### config.mk
export PLATFORM = sky130hd
export DESIGN_NAME = wb_port_arbiter
export DESIGN_NICKNAME = d
export VERILOG_FILES = /design/src/rtl/mips_pkg.sv /design/src/rtl/wb_fifo.sv /design/src/rtl/wb_port_arbiter.sv
export SDC_FILE = /design/constraint.sdc
export NUM_CORES = 1
export LEC_CHECK = 0
export BUFFER_PORTS_ARGS = -buffer_cell sky130_fd_sc_hd__buf_2
export CAP_MARGIN = 20
export CORE_MARGIN = 2
export CORE_UTILIZATION = 55
export CTS_BUF_LIST = sky130_fd_sc_hd__clkbuf_8
export DETAILED_ROUTE_END_ITERATION = 8
export GPL_TIMING_DRIVEN = 0
export PLACE_DENSITY = 0.87
export SLEW_MARGIN = 10
export SYNTH_ARGS = -nofsm -noshare
export SYNTH_HDL_FRONTEND = slang
export SYNTH_SLANG_ARGS = --single-unit
### constraint.sdc
create_clock -name clk -period 7 [get_ports clk]
set_input_delay 1.4 -clock clk [delete_from_list [all_inputs] [get_ports clk]]
set_output_delay 1.4 -clock clk [all_outputs]
set_load 0.01 [all_outputs]
### src/rtl/mips_pkg.sv
// Shared widths, defaults and bundle types for the MIPS core.
// Imported by the writeback arbiter and its result FIFO.
package mips_pkg;

  localparam int DATA_W         = 32;
  localparam int REG_AW         = 5;
  localparam int MD_DEPTH       = 2;
  localparam int MD_STARVE_MAX  = 4;

  typedef struct packed {
    logic [REG_AW-1:0] rn;
    logic [DATA_W-1:0] data;
  } md_ent_t;

endpackage

### src/rtl/wb_fifo.sv
// In-order mul/div result buffer: push/pop, full/empty, head entry,
// per-entry valid bits and destination registers for hazard decode.
module wb_fifo
  import mips_pkg::*;
#(
  parameter int DEPTH = MD_DEPTH
) (
  input  logic                         clk,
  input  logic                         clrn,
  input  logic                         push,
  input  logic                         pop,
  input  md_ent_t                      din,
  output logic                         full,
  output logic                         empty,
  output md_ent_t                      head,
  output logic [DEPTH-1:0]             vld,
  output logic [DEPTH-1:0][REG_AW-1:0] ent_rn
);

  localparam int AW = $clog2(DEPTH);

  md_ent_t        mem [DEPTH];
  logic [AW-1:0]  wp;
  logic [AW-1:0]  rp;
  logic [AW:0]    cnt;

  assign full  = (cnt == (AW+1)'(DEPTH));
  assign empty = (cnt == '0);
  assign head  = mem[rp];

  always_comb begin
    for (int i = 0; i < DEPTH; i++)
      ent_rn[i] = mem[i].rn;
  end

  always_ff @(posedge clk or negedge clrn) begin
    if (!clrn) begin
      wp  <= '0;
      rp  <= '0;
      cnt <= '0;
      vld <= '0;
    end else begin
      if (push) wp <= wp + 1'b1;
      if (pop)  rp <= rp + 1'b1;
      unique case ({push, pop})
        2'b10:   cnt <= cnt + 1'b1;
        2'b01:   cnt <= cnt - 1'b1;
        default: cnt <= cnt;
      endcase
      // pop never targets a free slot and push never a live one,
      // so the clear and set below cannot collide.
      if (pop)  vld[rp] <= 1'b0;
      if (push) vld[wp] <= 1'b1;
    end
  end

  always_ff @(posedge clk) begin
    if (push) mem[wp] <= din;
  end

endmodule

### src/rtl/wb_port_arbiter.sv
// Shares the single RF write port between the WB stage and buffered
// mul/div results, forcing a buffer drain after STARVE_MAX pipe wins.
module wb_port_arbiter
  import mips_pkg::*;
#(
  parameter int DEPTH      = MD_DEPTH,
  parameter int STARVE_MAX = MD_STARVE_MAX
) (
  input  logic              clk,
  input  logic              clrn,
  input  logic              wwreg,
  input  logic [REG_AW-1:0] wrn,
  input  logic [DATA_W-1:0] wdata,
  input  logic              md_valid,
  input  logic [REG_AW-1:0] md_rn,
  input  logic [DATA_W-1:0] md_data,
  output logic              md_ready,
  output logic              rf_we,
  output logic [REG_AW-1:0] rf_wn,
  output logic [DATA_W-1:0] rf_d,
  output logic              stall,
  output logic [DATA_W-1:0] md_pending
);

  localparam int SW = $clog2(STARVE_MAX + 1);

  logic                         full;
  logic                         empty;
  logic                         push;
  logic                         pop;
  md_ent_t                      head;
  md_ent_t                      din;
  logic [DEPTH-1:0]             vld;
  logic [DEPTH-1:0][REG_AW-1:0] ent_rn;
  logic [SW-1:0]                starve_cnt;
  logic                         force_drain;
  logic                         pipe_req;
  logic                         sel_head;
  logic                         sel_pipe;

  assign md_ready = !full;
  // r0 results are acknowledged but never stored.
  assign push = md_valid && md_ready && (md_rn != '0);
  assign din  = '{rn: md_rn, data: md_data};

  wb_fifo #(.DEPTH(DEPTH)) u_fifo (
    .clk    (clk),
    .clrn   (clrn),
    .push   (push),
    .pop    (pop),
    .din    (din),
    .full   (full),
    .empty  (empty),
    .head   (head),
    .vld    (vld),
    .ent_rn (ent_rn)
  );

  assign force_drain = (starve_cnt == SW'(STARVE_MAX)) && !empty;
  assign stall       = force_drain;
  assign pipe_req    = wwreg && (wrn != '0);
  assign sel_head    = force_drain || (!pipe_req && !empty);
  assign sel_pipe    = pipe_req && !force_drain;
  assign pop         = sel_head;

  always_comb begin
    rf_we = 1'b0;
    rf_wn = '0;
    rf_d  = '0;
    unique case (1'b1)
      sel_head: begin
        rf_we = 1'b1;
        rf_wn = head.rn;
        rf_d  = head.data;
      end
      sel_pipe: begin
        rf_we = 1'b1;
        rf_wn = wrn;
        rf_d  = wdata;
      end
      default: ;
    endcase
  end

  always_comb begin
    md_pending = '0;
    for (int i = 0; i < DEPTH; i++)
      if (vld[i]) md_pending[ent_rn[i]] = 1'b1;
  end

  always_ff @(posedge clk or negedge clrn) begin
    if (!clrn)
      starve_cnt <= '0;
    else if (empty || pop)
      starve_cnt <= '0;
    else if (sel_pipe && starve_cnt != SW'(STARVE_MAX))
      starve_cnt <= starve_cnt + 1'b1;
  end

endmodule
==> results.yml, run 1 <==
final_layout:
  utilization_pct: 72.50
  final_common_cell: "buf_2"
  fillers: 492
  areaGrowthSynthToFinish_pct: 27.13
  layout_common_cells: "buf_2 (151), edfxtp_1 (74), nor2_1 (40)"
  multi_input_area_sq_um: 1569
  diodes: 0
  register_area_sq_um: 2447
  nets: 557
  fin_cells: 580
  drive_above_1_share_pct: 42.00
floorplan:
  ios: 150
  die_y_um: 90.72
  start_util_pct: 57.03
  core_area_sq_um: 7253
  rows: 31
  fp.dieW_um: 90.72
  dieArea_sq_um: 8230
timing:
  finalSetupTns_ns: 0
  fin_crit_sh_pct: 65.39
  finalHoldViolCount: 0
  setup_violations: 0
  rsz0062_at_grt: "no"
  slew_headroom_pct: 50.51
  skew_ns: 0.006579
  worst_slew_pin_slew_ns: 0.7396
  fmax_mhz: 218.5
  slew_viol_final: 0
  finalCriticalPeriod_ns: 4.577
  timing.hold.ws_ns: 0.4863
cts:
  path_clk_slew_ns: 0.09
  cts_hold_buf: 0
  cts_sinks: 83
  post_cts_buffers: 0
  cts_max_path_buffers: 2
  clk_latency_ns: 0.34
  cts_tree: "yes"
  cts_buffers: 9
  cts_root_buffer: "clkbuf_8"
  cts-resized-gates: 0
  htreeDepth: 3
global_route:
  grt_use_total_pct: 23.12
  antenna_found_initial: 0
  grt_pass1_vias: 3206
  grt_max_degree: 30
  grt_overflow: 0
  grt_pass1_wl_um: 15060
critical_path:
  startpoint_type: "input pin"
  crit_fanout: 10
  end_kind: "output port"
  required_ns: 5.60
  setup.worst_path.class: "input pin to output port"
  cp.arrival_ns: 3.18
synthesis:
  yosysTopAreaCell: "edfxtp_1"
  synth_seq_cells: 83
  syn_nets: 396
  ys_types: 32
  yosysSeqAreaShare_pct: 59.17
  synth_area_sq_um: 4136
  synth_area_leaders: "edfxtp_1 (54%), mux2i_1 (9.0%), dfrtp_1 (5.4%)"
  synth_top_area_share_pct: 53.72
  syn_inst: 315
  ys_warn_count: 0
  syn_area_per_cell_sq_um: 13.13
hold_path:
  holdCritPathClass: "flop to flop"
drt:
  ant_nets: 0
  vias: 3237
  drtIter0Drc: 175
  via_per_inst: 5.581
  route.detailed.drc: 0
  totalWireLength_um: 9516
  first_pass_iters: 5
  avgRoutedWirePerCell_um: 16.41
power_and_ir_drop:
  leakagePower_nw: 2.217
  power_density_nw_per_um2: 351.7
  power_w: 0.001850
  max-vdd-ir-drop_mv: 0.2310
flow_run:
  maxCapViolations: 0
place:
  dpl.cell_count: 564
  post-dp-hpwl_um: 7076
  globalplace.congestion: 0.8636
  portBuffers: 148
status:
  outcome: "completed"
## cell usage after synthesis (all sizes together)
cell type and number:
nand3b 10, o2111ai 3, nand2b 1, xor2 1, inv 5, nand2 5, mux2i 37, o22ai 32
nor3b 1, dfrtp 9, mux2 34, o211ai 6, o31ai 3, o21ai 3, or4 2, or3 2
xnor2 4, nor3 2, buf 8, edfxtp 74, nor2 42, nand3 7, or3b 5, ha 3
clkbuf 15, o211a 1
## stage by stage
step	cell area (sq um)	worst slack, ns
global placement	5001	2.379
detailed placement	5056	2.397
floorplan	4136	2.807
finish	5259	2.423
global route	5259	2.359
CTS	5259	2.388
## per-layer routing
metal  vias up  routed length, um  global-route usage [%]
li1       1527                  -                       -
met1      1500               3728                   27.06
met2       185               4803                   41.04
met3        25                761                   3.923
met4         0                223                   11.28
met5         -                  0                       0
## state kept, by name (all words and copies together), names as in the netlist
register and cells:
u_fifo.mem 74, starve_cnt 3, u_fifo.cnt 2, u_fifo.vld 2, u_fifo.rp 1, u_fifo.wp 1
## power breakdown
group | total, W | internal [W] | switching [W]
logic | 0.000787 | 0.000327 | 0.000460
registers | 0.000723 | 0.000675 | 0.0000480
clock network | 0.000340 | 0.000166 | 0.000173
total | 0.00185 | 0.00117 | 0.000682
## area by class of cell
cell class              instances  share of cell area, %
plain buffers                  23                  2.213
multi-input cells             204                  29.84
inverters                       5                 0.3569
flip-flops and latches         83                  46.54
clock inverters                 7                  1.499
repair buffers                150                  14.85
clock buffers                   9                  2.355
well taps                      99                  2.355
## cell families after synthesis
| logic type | Yosys count | synth area share [%] |
|---|---|---|
| compound gates | 48 | 8.076 |
| xor+xnor | 5 | 1.059 |
| flops | 83 | 59.17 |
| fa+ha+maj | 3 | 0.9075 |
| mux | 71 | 18.21 |
| simple gates | 77 | 9.316 |
| buf+inv | 28 | 3.267 |
## critical path, cell delays in order
cell and delay (ns):
buf_2 0.10, or4_4 0.57, o211ai_2 0.23, buf_6 0.21, buf_6 0.17, mux2_1 0.34, buf_2 0.15
## path summary, 6_finish.rpt
kind | slack, ns | from | to | depth (start not counted)
worst max-delay path | 2.42 | wrn[1] | rf_d[19] | 7
worst min-delay path | 0.49 | starve_cnt[0] | starve_cnt[0] | 1
worst max register to register | 4.58 | u_fifo.cnt[0] | u_fifo.cnt[1] | 7
worst min register to register | 0.49 | starve_cnt[0] | starve_cnt[0] | 1
max in group asynchronous | 5.92 | clrn | u_fifo.rp | 1
min in group asynchronous | 0.89 | clrn | starve_cnt[0] | 1
(Power assumes the default switching activity.)
==> run 2, diff against run 1 <==
Settings changed: ABC_AREA set to 1, CORE_UTILIZATION 55 to 46, PLACE_DENSITY 0.87 to 0.78.
Clock period 7 ns to 3.68 ns, I/O delays scaled along.
==> run 2 against run 1 <==
  * Combinational power up 59%
  * Highest routed layer unchanged
  * Largest power group is now registers
  * Wire length rose by 3.2%
  * Critical endpoint is now md_pending[14]
  * Cell count grew 9.5%
  * Synthesized area fell by 3.0%
  * Sequential cell count stayed put
  * Clock-buffer cell count unchanged
  * Global-route usage is 2.2 points lower
  * Synthesized cell count grew 15%
  * Die area rose by 15%
==> results.yml, run 2 <==
critical_path:
  setup.worst_path.class: "flop to output port"
  crit_buf_inv: 1
  startpoint_type: "flop"
  cp_top_family: "simple AND/OR/NAND/NOR gates"
  slowest_delay_ns: 0.87
  reg2reg_slack_ns: 1.50
  crit_fanout: 8
  required_ns: 2.94
  cp.arrival_ns: 2.05
  end_kind: "output port"
  slowest_stage: "nor3_1"
  crit_chain: "nor3_1 > nand2_1 > o21ai_0 > buf_2"
final_layout:
  largestRegisters: "u_fifo.mem: 74 flops, starve_cnt: 3 flops"
  utilization_pct: 59.52
  areaGrowthSynthToFinish_pct: 27.43
  layout_common_cells: "buf_2 (155), nand2_1 (83), edfxtp_1 (74)"
  diodes: 0
  nets: 603
  drive_above_1_share_pct: 38.52
  largest-register: "u_fifo.mem"
  largest_reg_flops: 74
  final_common_cell: "buf_2"
  stdcell_area_sq_um: 5115
drt:
  avgRoutedWirePerCell_um: 15.47
  vias: 3274
  route.detailed.drc: 0
  first_pass_iters: 4
  drtIter0Drc: 144
  ant_nets: 0
  via_per_inst: 5.156
  totalWireLength_um: 9823
global_route:
  antenna_found_initial: 0
  grt_pass1_vias: 3257
  grt_max_degree: 38
  met1_usage_pct: 25.78
  grt_overflow: 0
  use_met2_pct: 35.92
  grt_use_total_pct: 20.92
  grtUsageMet3_pct: 5.755
  grt.busiest_layer: "met2"
  grt_pass1_wl_um: 15760
timing:
  finalHoldViolCount: 0
  finalCriticalPeriod_ns: 2.787
  worst_slew_pin_slew_ns: 1.046
  fmax_mhz: 358.8
  slew_viol_final: 0
  fin_crit_sh_pct: 75.74
  skew_ns: 0.01219
  worst_slack_ns: 0.8929
  setup_violations: 0
  slew_headroom_pct: 29.74
  rsz0062_at_grt: "no"
place:
  post-dp-hpwl_um: 7335
  placed_area_sq_um: 4922
  globalplace.congestion: 0.9067
  place_ws_ns: 1.004
  portBuffers: 149
floorplan:
  start_util_pct: 46.71
  ios: 150
  rows: 34
  dieArea_sq_um: 9489
  fp.dieW_um: 97.41
  die_y_um: 97.41
  core_area_sq_um: 8593
cts:
  cts_tree: "yes"
  cts-resized-gates: 0
  cts_buffers: 9
  cts_root_buffer: "clkbuf_8"
  htreeDepth: 3
  cts_sinks: 83
  post_cts_buffers: 0
  cts_max_path_buffers: 2
  clk_latency_ns: 0.35
  path_clk_slew_ns: 0.09
  cts_hold_buf: 0
synthesis:
  syn_nets: 442
  syn_area_per_cell_sq_um: 11.12
  syn_inst: 361
  synth_ff_type: "edfxtp_1"
  ys_async_sr_fraction_pct: 10.84
  synth_top_area_share_pct: 55.36
  synth_area_leaders: "edfxtp_1 (55%), mux2i_1 (8.2%), nand2_1 (7.8%)"
  ys_warn_count: 0
  synth_seq_cells: 83
  synth_edf_count: 74
  synth.most_common_cell: "nand2_1"
  yosysSeqAreaShare_pct: 60.97
  ys_types: 24
  synthTopCellsByCount: "nand2_1 (83), edfxtp_1 (74), o21ai_0 (46)"
  yosysTopAreaCell: "edfxtp_1"
  synth_area_sq_um: 4014
power_and_ir_drop:
  power_density_nw_per_um2: 640.6
  max-vdd-ir-drop_mv: 0.3815
  leakagePower_nw: 2.250
flow_run:
  maxCapViolations: 0
hold_path:
  holdCritPathClass: "input pin to asynchronous set/reset pin"
status:
  outcome: "completed"
-- run 2: area by class of cell --
type / instances / area, sq um
repair buffers: 150 / 765.7
clock inverters: 7 / 68.82
flip-flops and latches: 83 / 2447
multi-input cells: 244 / 1406
plain buffers: 12 / 82.58
clock buffers: 9 / 123.9
well taps: 108 / 135.1
inverters: 22 / 85.08
fillers: 717 / 3478
-- run 2: cells by family (layout without fill, tap and decap cells) --
logic type	Yosys count	count (layout)	share of synthesized area, %
compound gates	76	76	11.41
fa+ha+maj	3	3	0.9353
flops	83	83	60.97
xor+xnor	3	3	0.6547
mux	33	33	8.230
simple gates	129	129	13.62
buf+inv	34	200	4.177
-- run 2: power breakdown --
group,leakage [nW],internal [W],switching [W]
clock network,0.0907,0.000311,0.000325
registers,0.797,0.00129,0.000101
logic,1.36,0.000469,0.000786
total,2.25,0.00207,0.00121
-- run 2: path summary, 6_finish.rpt --
check	start	endpoint	cells past startpoint
worst max-delay path	u_fifo.mem[0][32]	md_pending[14]	4
worst min-delay path	clrn	u_fifo.cnt[0]	1
worst max register to register	starve_cnt[0]	u_fifo.cnt[1]	13
worst min register to register	starve_cnt[0]	starve_cnt[0]	1
max in group asynchronous	clrn	starve_cnt[1]	1
min in group clk	starve_cnt[0]	starve_cnt[0]	1
-- run 2: routing by layer --
layer / up-vias / wire length, um
li1: 1600 / -
met1: 1514 / 4032
met4: 0 / 72
met2: 154 / 4892
met3: 6 / 825
met5: - / 0
-- run 2: stage by stage --
step / hold WS [ns] / std cells / setup TNS [ns] / total power [W]
after floorplan: 0.4304 / 361 / 0 / 0.002212
after global placement: 0.4412 / 618 / -14.98 / 0.002612
after detailed placement: 0.4521 / 619 / 0 / 0.002665
after CTS: 0.2214 / 635 / 0 / 0.003292
after global routing: 0.2200 / 635 / 0 / 0.003469
final: 0.2257 / 635 / 0 / 0.003277
==> run 3, diff against run 2 <==
Settings changed: ABC_AREA 1 to 0.
Clock period 3.68 ns to 2.4 ns, I/O delays scaled along.
==> run 3 against run 2 <==
  * Sequential power up 55%
  * Clock skew about the same
  * Largest cell class unchanged
  * Register-to-register slack worse by 1.1 ns
  * Die area up 2.9%
  * Utilization up 6.3 points
  * Worst setup slack worse by 1.1 ns
  * Via count up 1.9%
  * Hold slack better by 0.076 ns
  * Largest power group is now combinational cells
  * Cell count down 6.0%
  * Critical path depth up 3
  * The run now ends with negative setup slack left
  * First-iteration DRC count up 21%
==> results.yml, run 3 (synthesis gave the netlist of run 1 again) <==
status:
  outcome: "finished with violations"
  violations: "negative setup slack"
floorplan:
  ios: 150
  die_y_um: 98.83
  dieArea_sq_um: 9766
  start_util_pct: 47.43
  rows: 34
  core_area_sq_um: 8721
  fp.dieW_um: 98.83
drt:
  route.detailed.drc: 0
  via_per_inst: 5.588
  avgRoutedWirePerCell_um: 18.20
  vias: 3336
  drtIter0Drc: 174
  first_pass_iters: 5
  totalWireLength_um: 10870
  ant_nets: 0
global_route:
  grt_max_degree: 26
  grt_pass1_wl_um: 17330
  grt_pass1_vias: 3396
  grtUsageMet3_pct: 6.028
  met1_usage_pct: 26.31
  antenna_found_initial: 0
  grt_overflow: 0
  grt.busiest_layer: "met2"
  grt_use_total_pct: 22.57
  use_met2_pct: 41.16
critical_path:
  end_kind: "output port"
  startpoint_type: "input pin"
  crit_chain: "buf_6 > or4_4 > o211ai_4 > buf_8 > buf_8 > mux2_4 > buf_6"
  slowest_stage: "or4_4"
  cp.arrival_ns: 2.13
  crit_fanout: 8
  required_ns: 1.92
  slowest_delay_ns: 0.56
  setup.worst_path.class: "input pin to output port"
timing:
  finalSetupTns_ns: -6.245
  fmax_mhz: 383.2
  skew_ns: 0.01175
  setup_violations: 38
  rsz0062_at_grt: "yes"
  finalCriticalPeriod_ns: 2.610
  timing.hold.ws_ns: 0.3018
  slew_headroom_pct: 66.31
  finalHoldViolCount: 0
  worst_slew_pin_slew_ns: 0.5041
  fin_crit_sh_pct: 108.7
  slew_viol_final: 0
  worst_slack_ns: -0.2098
power_and_ir_drop:
  seqPwrFrac_pct: 36.2
  power_density_nw_per_um2: 1035
  net-switching-power_w: 0.002171
  leakagePower_nw: 2.461
  p_int_w: 0.003776
  clockPowerShare_pct: 17.0
  comb_power_share_pct: 46.8
  max-vdd-ir-drop_mv: 0.9157
  swShare_pct: 36.50
final_layout:
  final_common_cell: "buf_2"
  largestRegisters: "u_fifo.mem: 74 flops, starve_cnt: 3 flops"
  areaGrowthSynthToFinish_pct: 38.84
  utilization_pct: 65.85
  largest_reg_flops: 74
  layout_common_cells: "buf_2 (121), edfxtp_1 (74), nor2_1 (39)"
  drive_above_1_share_pct: 49.28
  largest-register: "u_fifo.mem"
  diodes: 0
  nets: 565
cts:
  clk_latency_ns: 0.36
  path_clk_slew_ns: 0.09
  cts_root_buffer: "clkbuf_8"
  htreeDepth: 3
  cts_sinks: 83
  cts_max_path_buffers: 2
  cts_tree: "yes"
  cts_buffers: 9
place:
  globalplace.congestion: 0.9078
  place_ws_ns: -0.3334
  portBuffers: 148
  post-dp-hpwl_um: 7233
flow_run:
  maxCapViolations: 0
hold_path:
  holdCritPathClass: "input pin to flop"
==> run 3: changes by cell type in the layout (fill, tap and decap cells not counted), moves of 16 or more <==
cell	before	now
buf_2	155	121
buf_6	3	30
inv_1	21	5
mux2_4	0	24
nand2_1	83	4
nor2_1	12	39
o21ai_0	46	3
o21ai_2	20	0
o22ai_1	0	32
==> run 3: power groups by stage <==
stage,logic (W),registers (W),clock network [W]
after detailed placement,0.00230,0.00214,0
after CTS,0.00273,0.00214,0.00102
after floorplan,0.00153,0.00211,0
after global placement,0.00218,0.00214,0
after global routing,0.00299,0.00219,0.00109
final,0.00278,0.00215,0.00101
==> run 3: cell type report <==
type | instances | area (sq um)
plain buffers | 17 | 115.1
clock buffers | 9 | 123.9
clock inverters | 7 | 75.07
fillers | 666 | 2978
inverters | 5 | 18.77
multi-input cells | 204 | 1739
flip-flops and latches | 83 | 2447
well taps | 108 | 135.1
repair buffers | 164 | 1089
==> run 3: worst paths after layout <==
check / from / endpoint / slack (ns) / cells after the start
worst max-delay path: wrn[1] / rf_d[22] / -0.21 / 7
worst min-delay path: md_data[7] / u_fifo.mem[0][7] / 0.30 / 1
worst max register to register: starve_cnt[0] / u_fifo.cnt[1] / 0.37 / 9
worst min register to register: starve_cnt[0] / starve_cnt[0] / 0.49 / 1
max in group asynchronous: clrn / u_fifo.vld[0] / 1.72 / 2
min in group asynchronous: clrn / starve_cnt[2] / 0.50 / 2
==> run 3: critical path, delay by kind of cell <==
kind / cells / cell delay [ns]
mux: 1 / 0.31
buf+inv: 4 / 0.56
simple gates: 1 / 0.56
compound gates: 1 / 0.21
==> run 3: through the flow <==
step           instance area, sq um  power (W)  instances
6_report                       5743   0.005946        597
5_1_grt                        5743   0.006271        597
4_1_cts                        5700   0.005888        600
3_5_place_dp                   5067   0.004437        573
3_3_place_gp                   5012   0.004325        571
2_1_floorplan                  4136   0.003639        315
==> run 3: repair_timing <==
item                       in CTS  in global routing
hold buffers                    1                  0
buffers inserted               11                  1
gates cloned                    1                  0
hold endpoints to repair        9                  0
setup endpoints to repair      39                 49
resized for setup              68                 12
pin swaps                       4                  2
==> run 3: routing by layer <==
metal / wire [um] / part of all wire, %
met3: 824 / 7.6
met2: 5728 / 53
met4: 128 / 1.2
met1: 4183 / 38
met5: 0 / 0
